==> src/rtl/uart_rx_if.sv <==
// Receive-side byte handshake of the UART receiver.
// The receiver drives the byte, its status flags and busy. The consumer drives ready.
interface uart_rx_if;
    logic [7:0] data;
    logic       valid;
    logic       ready;
    logic       frame_err;
    logic       overrun;
    logic       busy;

    modport master (
        output data,
        output valid,
        output frame_err,
        output overrun,
        output busy,
        input  ready
    );

    modport slave (
        input  data,
        input  valid,
        input  frame_err,
        input  overrun,
        input  busy,
        output ready
    );
endinterface

==> src/rtl/uart_rx.sv <==
// 8N1 UART receiver. It samples each bit at mid-bit from a synchronized rx line and
// delivers bytes through a valid/ready handshake with frame-error and overrun pulses.
module uart_rx #(
    parameter int CLK_FREQ = 12_000_000,
    parameter int BAUD     = 115_200
) (
    input  logic      clk,
    input  logic      rst,
    input  logic      rx,
    uart_rx_if.master bus
);
    localparam int CLKS_PER_BIT = CLK_FREQ / BAUD;
    localparam int CNT_W        = $clog2(CLKS_PER_BIT);

    generate
        if (CLKS_PER_BIT < 4) begin : g_cpb_check
            $error("uart_rx: CLK_FREQ/BAUD must be at least 4");
        end
    endgenerate

    localparam logic [CNT_W-1:0] HALF_M1 = CNT_W'(CLKS_PER_BIT / 2 - 1);
    localparam logic [CNT_W-1:0] FULL_M1 = CNT_W'(CLKS_PER_BIT - 1);

    typedef enum logic [2:0] {
        S_IDLE,
        S_START,
        S_DATA,
        S_STOP,
        S_WAIT_IDLE
    } state_e;

    state_e           state_q, state_d;
    logic             rx_meta_q, rx_meta_d;
    logic             rx_sync_q, rx_sync_d;
    logic [CNT_W-1:0] cnt_q, cnt_d;
    logic [2:0]       bit_idx_q, bit_idx_d;
    logic [7:0]       shift_q, shift_d;
    logic [7:0]       data_q, data_d;
    logic             valid_q, valid_d;
    logic             frame_err_q, frame_err_d;
    logic             overrun_q, overrun_d;

    always_comb begin
        // NOTE: every signal gets its default before the case, so no path can leave one unassigned and infer a latch.
        state_d     = state_q;
        rx_meta_d   = rx;
        rx_sync_d   = rx_meta_q;
        cnt_d       = cnt_q;
        bit_idx_d   = bit_idx_q;
        shift_d     = shift_q;
        data_d      = data_q;
        valid_d     = valid_q;
        frame_err_d = 1'b0;
        overrun_d   = 1'b0;

        if (valid_q && bus.ready) begin
            valid_d = 1'b0;
        end

        case (state_q)
            S_IDLE: begin
                cnt_d = '0;
                if (!rx_sync_q) begin
                    state_d = S_START;
                end
            end
            S_START: begin
                if (cnt_q == HALF_M1) begin
                    cnt_d     = '0;
                    bit_idx_d = '0;
                    // A start bit that is gone by mid-bit is treated as a glitch.
                    state_d   = rx_sync_q ? S_IDLE : S_DATA;
                end else begin
                    cnt_d = cnt_q + 1'b1;
                end
            end
            S_DATA: begin
                if (cnt_q == FULL_M1) begin
                    cnt_d              = '0;
                    shift_d[bit_idx_q] = rx_sync_q;
                    bit_idx_d          = bit_idx_q + 3'd1;
                    if (bit_idx_q == 3'd7) begin
                        state_d = S_STOP;
                    end
                end else begin
                    cnt_d = cnt_q + 1'b1;
                end
            end
            S_STOP: begin
                if (cnt_q == FULL_M1) begin
                    cnt_d = '0;
                    if (rx_sync_q) begin
                        // A delivery wins over a same-cycle consume; overrun only if nobody took the old byte.
                        data_d    = shift_q;
                        valid_d   = 1'b1;
                        overrun_d = valid_q && !bus.ready;
                        state_d   = S_IDLE;
                    end else begin
                        frame_err_d = 1'b1;
                        state_d     = S_WAIT_IDLE;
                    end
                end else begin
                    cnt_d = cnt_q + 1'b1;
                end
            end
            S_WAIT_IDLE: begin
                cnt_d = '0;
                if (rx_sync_q) begin
                    state_d = S_IDLE;
                end
            end
            default: begin
                state_d = S_IDLE;
            end
        endcase
    end

    // NOTE: state is updated with non-blocking assignments so every flop samples pre-edge values.
    always_ff @(posedge clk) begin
        if (rst) begin
            state_q     <= S_IDLE;
            rx_meta_q   <= 1'b1;
            rx_sync_q   <= 1'b1;
            cnt_q       <= '0;
            bit_idx_q   <= '0;
            shift_q     <= '0;
            data_q      <= '0;
            valid_q     <= 1'b0;
            frame_err_q <= 1'b0;
            overrun_q   <= 1'b0;
        end else begin
            state_q     <= state_d;
            rx_meta_q   <= rx_meta_d;
            rx_sync_q   <= rx_sync_d;
            cnt_q       <= cnt_d;
            bit_idx_q   <= bit_idx_d;
            shift_q     <= shift_d;
            data_q      <= data_d;
            valid_q     <= valid_d;
            frame_err_q <= frame_err_d;
            overrun_q   <= overrun_d;
        end
    end

    assign bus.data      = data_q;
    assign bus.valid     = valid_q;
    assign bus.frame_err = frame_err_q;
    assign bus.overrun   = overrun_q;
    assign bus.busy      = (state_q != S_IDLE);
endmodule

==> src/flat_wrapper.sv <==
// flat-port wrapper written by rule: the top's interface ports become plain ports
module uart_rx_flat 
#(
    parameter int CLK_FREQ = 12_000_000,
    parameter int BAUD     = 115_200
)
  (clk, rst, rx, bus_data, bus_valid, bus_frame_err, bus_overrun, bus_busy, bus_ready);
  uart_rx_if bus_i ();
  input  logic clk;
  input  logic rst;
  input  logic rx;
  output wire logic [$bits(bus_i.data)-1:0] bus_data;
  output wire logic [$bits(bus_i.valid)-1:0] bus_valid;
  output wire logic [$bits(bus_i.frame_err)-1:0] bus_frame_err;
  output wire logic [$bits(bus_i.overrun)-1:0] bus_overrun;
  output wire logic [$bits(bus_i.busy)-1:0] bus_busy;
  input wire logic [$bits(bus_i.ready)-1:0] bus_ready;
  assign bus_data = bus_i.data;
  assign bus_valid = bus_i.valid;
  assign bus_frame_err = bus_i.frame_err;
  assign bus_overrun = bus_i.overrun;
  assign bus_busy = bus_i.busy;
  assign bus_i.ready = bus_ready;
  uart_rx #(.CLK_FREQ(CLK_FREQ), .BAUD(BAUD)) u_core (.clk(clk), .rst(rst), .rx(rx), .bus(bus_i));
endmodule
==> config.mk <==
export PLATFORM = sky130hd
export DESIGN_NAME = uart_rx_flat
export DESIGN_NICKNAME = d
export VERILOG_FILES = /design/src/rtl/uart_rx_if.sv /design/src/rtl/uart_rx.sv /design/src/flat_wrapper.sv
export SDC_FILE = /design/constraint.sdc
export NUM_CORES = 1
export LEC_CHECK = 0
export CAP_MARGIN = 30
export CELL_PAD_IN_SITES_DETAIL_PLACEMENT = 1
export CELL_PAD_IN_SITES_GLOBAL_PLACEMENT = 1
export CORE_MARGIN = 3
export CORE_UTILIZATION = 47
export DETAILED_ROUTE_END_ITERATION = 6
export DONT_BUFFER_PORTS = 1
export GPL_TIMING_DRIVEN = 1
export PLACE_DENSITY_LB_ADDON = 0.1
export SYNTH_ARGS = -nofsm -noshare
export SYNTH_HDL_FRONTEND = slang
export SYNTH_SLANG_ARGS = --single-unit
==> constraint.sdc <==
create_clock -name clk -period 1.6 [get_ports clk]
set_clock_uncertainty 0.05 [all_clocks]
set_input_delay 0.32 -clock clk [delete_from_list [all_inputs] [get_ports clk]]
set_output_delay 0.32 -clock clk [all_outputs]
set_load 0.01 [all_outputs]
# Yosys cells after proc, flatten, opt, wreduce, memory -nomap -nowiden
# Index checks and enable logic that the tools add are counted.
# totals
input_bits,4
word_cells,69
ff_bits,34
out_inout_bits,12
# op_classes
n_mux,23
eq_ne,13
bitwise,3
order_cmp,2
addsub,2
n_reduce_logical,16
# op_table
op,count
3-bit two-way mux,9
7-bit one-hot mux with 3 select lines,1
3-bit one-hot mux with 5 select lines,1
7-bit two-way mux,2
2-bit by 1-bit inequality test with 1-bit output (second input constant),5
8-bit bitwise mux,1
7-bit by 1-bit adder with 7-bit output (second input constant),1
7-bit by 6-bit equality test with 1-bit output (second input constant),1
7-bit equality test (second input constant),1
3-bit by 2-bit equality test with 1-bit output (second input constant),2
3-bit equality test (second input constant),2
1-bit two-way mux,6
3-bit one-hot mux with 2 select lines,1
3-bit AND reduction,2
6-bit AND reduction,1
3-bit nonzero test,2
3-bit by 4-bit < comparator with 1-bit output (second input constant),1
2-bit OR reduction,2
4-bit OR reduction,1
3-bit by 1-bit adder with 3-bit output (second input constant),1
1-bit demux with 3-bit select,1
3-bit by 1-bit equality test with 1-bit output (second input constant),1
3-bit by 1-bit >= comparator with 1-bit output (second input constant),1
1-bit logical AND,3
8 further kinds,10

# Longest topological paths before layout
# depth
ltp_word,5
mapped_depth,6

# Worst setup path after synthesis
# No wires, ideal clock.
# synth_path
kind,reg2reg
start,register u_core.cnt_q[0]
end,register u_core.bit_idx_q[0]
path_buffers,1
path_stages_with_launch,6
required_time_ps,1478
arrival_time_ps,1355
setup_slack_ps,123
setup_ps,72
path_cell_list,dfxtp_1 ha_1 nor4bb_1 buf_4 nor2b_2 mux2i_1
# synth_via
elab_chain_len,3
elab_cells_between_ends,5
classes_between,eq/ne (4); reduce/logical (1)
# synth_lines
item,line,source
from (decl),uart_rx.sv:35,"logic [CNT_W-1:0] cnt_q, cnt_d;"
from (signal assigned),uart_rx.sv:135,cnt_q <= cnt_d;
7-bit equality test / 7-bit by 6-bit equality test with 1-bit output (equally long branches),"uart_rx.sv:78, uart_rx.sv:68",
2-bit by 1-bit inequality test with 1-bit output (no source line),--,
3-bit AND reduction (no source line) *,--,
to (signal assigned),uart_rx.sv:136,bit_idx_q <= bit_idx_d;
to (decl),uart_rx.sv:36,"logic [2:0] bit_idx_q, bit_idx_d;"
# Every way passes the cells marked *; elsewhere a longest branch is shown, timed or not.
# A chain may end at the register's enable or synchronous reset.

# Worst setup path in the final report
# layout_path
start,register u_core.state_q[2]
end,register u_core.bit_idx_q[0]
# layout_via
elab_chain_len,3
elab_cells_between_ends,7
classes_between,eq/ne (4); mux (1); reduce/logical (2)
# layout_lines
item,line,source
from (decl),uart_rx.sv:32,"state_e state_q, state_d;"
from (signal assigned),uart_rx.sv:132,state_q <= state_d;
3-bit by 2-bit equality test with 1-bit output / 3-bit by 1-bit equality test with 1-bit output (equally long branches),uart_rx.sv:60,case (state_q)
2-bit by 1-bit inequality test with 1-bit output (no source line) / 2-bit nonzero test (equally long branches),--,
3-bit AND reduction (no source line),--,
# Parallel ways exist; a longest one is shown, timed or not.

==> metrics <==
status=complete, but fails checks; failing checks=negative hold slack; cell area power density=767.6 nW/um2; fillers=358; total wire length=3.557 mm; Post-synth ARST share=0; P_sw=0.0003103 W; Crit. Startpoint=u_core.state_q[2]$_SDFFE_PP0P_; Slew headroom=0.7604; ANT nets after route=0; Synth top area share=0.4380; Slew Viols, Final=0; Worst setup EP type=flop; worst setup margin=32.40 ps; Crit Path Class=flop to flop; Boundary Pins=16; placed wire-length estimate=2.327 mm; flip-flop and latch area=694.4 um2; reg-to-reg startpoint=u_core.state_q[2]$_SDFFE_PP0P_; Setup-failing EPs final=0; Min Clock Period, post-route=1568 ps; combinational share of power=0.026; num rows=20; vias in the first global route=1217; Hold Fails Final Rpt=19; WL/cell=16.39 um; drt via density=5.627; Num CTS Buffers=5; Num Clock Sinks=34; synth unique cells=40; Max Cap Viol=0; DR pass1 iterations=4; final instance area=1807 um2; P_leak=0.6941 nW; hold slack=-16.58 ps; Vias=1221; period utilization=0.9798; DIE WIDTH=63.50 um; Ant. Diodes=0; gpl congestion=0.7874; critical path peak fanout=5; port bufs=0; Synth Instances=159; Most used DFF post-synth=dfxtp_1; share of post-route cells with drive strength above 1=0.2832; Total Routing Usage GR=0.1808; CP Data Required Time=1820 ps; most common cell after layout, fill and taps aside=dfxtp_1; crit path launch type=flop; number of flops mapped to enable cells by yosys=0; dpl ws=-101.2 ps; WP data arrival=1790 ps; number of synthesized register bits=34; Sw Share=0.2238; clock power share=0.360; Die Area=4032 um2; fin nets=179; Internal=0.001076 W; RSZ-0062 raised after global routing=true; Vert. Die Dim=63.50 um; H-tree levels=2; drt drc=0; Post-Route Setup TNS=0 ps; largest cells by area after synthesis=dfxtp_1, mux2i_1, nor2_1, nand3_1, nand4_1; largest net degree at the start of global routing=31; clock slew at reported path FFs=110 ps; clk_lat worst skew=340 ps; area leader, netlist=dfxtp_1; Slew @ Worst Pin=354.6 ps; Core Region=3103 um2; Initial Util=0.5008; FF-to-FF End=u_core.bit_idx_q[0]$_SDFFE_PP0P_; Yosys warning count=0; CTS tree=done; Critical Path End=u_core.bit_idx_q[0]$_SDFFE_PP0P_; Clock Path Buffers=2; synthesis-to-layout area growth=16.26%; Root Buffer=clkbuf_4; gr ovfl total=0; r2r setup slk=30 ps; sequential power share=0.613; DRT iter0 DRCs=52; global-route wire length before repair=5.637 mm; most frequent cells in the layout=dfxtp_1, nor2_1, mux2i_1; sequential fraction of the synthesis area=0.4380; mapped cell area=1554 um2; HP Class=input pin to flop; Peak VDD IR=0.0005892 V; Post-Place Cell Area=1615 um2; multi-input logic area=872.1 um2; Max Freq=637.9 MHz; Layout Cells excl Fill=217; Worst Reg-to-Reg Cells=5; Inst Count DP=203; initial antenna violation count=0; syn nets=166; synthesized area per cell=9.774 um2
## per-layer routing
layer,track usage,share of wire,vias up
met5,0,0,-
met4,0.08625,0.023,0
met3,0.05169,0.034,9
met2,0.2855,0.49,24
met1,0.2250,0.45,596
li1,-,-,592
## cell families after synthesis
group | share of synthesized area
AO/OA/AOI/OAI | 0.04026
XOR/XNOR | 0.03382
adder cells (fa/ha/maj) | 0.02416
buffers and inverters | 0.04428
flip-flops | 0.4380
multiplexers | 0.1288
AND/OR/NAND/NOR | 0.2907
## how the worst min path moves through the flow
stage	cells after the start	end	startpoint	slack (ps)
2_1_floorplan	1	u_core.rx_sync_q$_SDFF_PP1_	u_core.rx_meta_q$_SDFF_PP1_	340
3_3_place_gp	1	u_core.bus.valid$_SDFF_PP0_	rst	340
3_5_place_dp	1	u_core.bus.valid$_SDFF_PP0_	rst	350
4_1_cts	1	u_core.shift_q[4]$_SDFFE_PP0P_	rst	-30
5_1_grt	1	u_core.state_q[2]$_SDFFE_PP0P_	rst	-50
6_report	1	u_core.shift_q[0]$_SDFFE_PP0P_	rst	-20
## area by class of cell
cell class / count / share of cell area
sequential: 34 / 0.3843
clock buffer: 6 / 0.02839
clock inverter: 2 / 0.006925
multi-input combinational: 115 / 0.4827
timing repair buffer: 16 / 0.06717
tap: 44 / 0.03047
## state kept, by name (all words and copies together), names as in the netlist
| register | flops |
|---|---|
| u_core.shift_q | 8 |
| u_core.state_q | 3 |
| u_core.bus.data | 8 |
| u_core.rx_meta_q | 1 |
| u_core.cnt_q | 7 |
| u_core.rx_sync_q | 1 |
| u_core.bus.valid | 1 |
| u_core.bus.overrun | 1 |
| u_core.bit_idx_q | 3 |
| u_core.bus.frame_err | 1 |
## stage by stage
step,util,power [W],hold WS (ps)
5_1_grt,0.5823,0.001455,-46.72
6_report,0.5823,0.001387,-16.58
4_1_cts,0.5540,0.001402,-29.44
3_3_place_gp,0.5206,0.0009027,344.4
3_5_place_dp,0.5206,0.0009039,346.0
2_1_floorplan,-,0.0009027,339.5
## synth_stat cells (all sizes together), types with 2 or more instances
library cell	instances
a211oi	2
mux2i	20
and4b	2
nand2b	5
dfxtp	34
buf	6
ha	3
clkbuf	4
or2	2
nor4bb	3
and3b	2
nor2b	2
xnor2	2
nor2	25
nand4	7
and2	3
nor4b	2
nand3	9
nor3	3
nand2	5
a21oi	2
and3	2
xor2	4
## repair_timing
| item | 4_1_cts | 5_1_grt |
|---|---|---|
| buffers inserted | 2 | 4 |
| resized for setup | 9 | 14 |
| setup endpoints to repair | 5 | 24 |
| gates cloned | 0 | 1 |
| endpoints found under the hold margin | 22 | 22 |
| pin swaps | 2 | 5 |
## worst max-delay path, cell delays in order (launching register included)
cell	delay, ps
dfxtp_4	380
buf_6	130
nor4bb_4	320
buf_4	210
nor2b_4	200
mux2i_1	220
## power groups by stage
stage | registers (W) | logic [W] | clock network (W)
4_1_cts | 0.000852 | 0.0000356 | 0.000514
3_3_place_gp | 0.000875 | 0.0000275 | 0
2_1_floorplan | 0.000873 | 0.0000294 | 0
6_report | 0.000851 | 0.0000366 | 0.000499
5_1_grt | 0.000852 | 0.0000403 | 0.000563
3_5_place_dp | 0.000876 | 0.0000283 | 0
(Power assumes the default switching activity.)
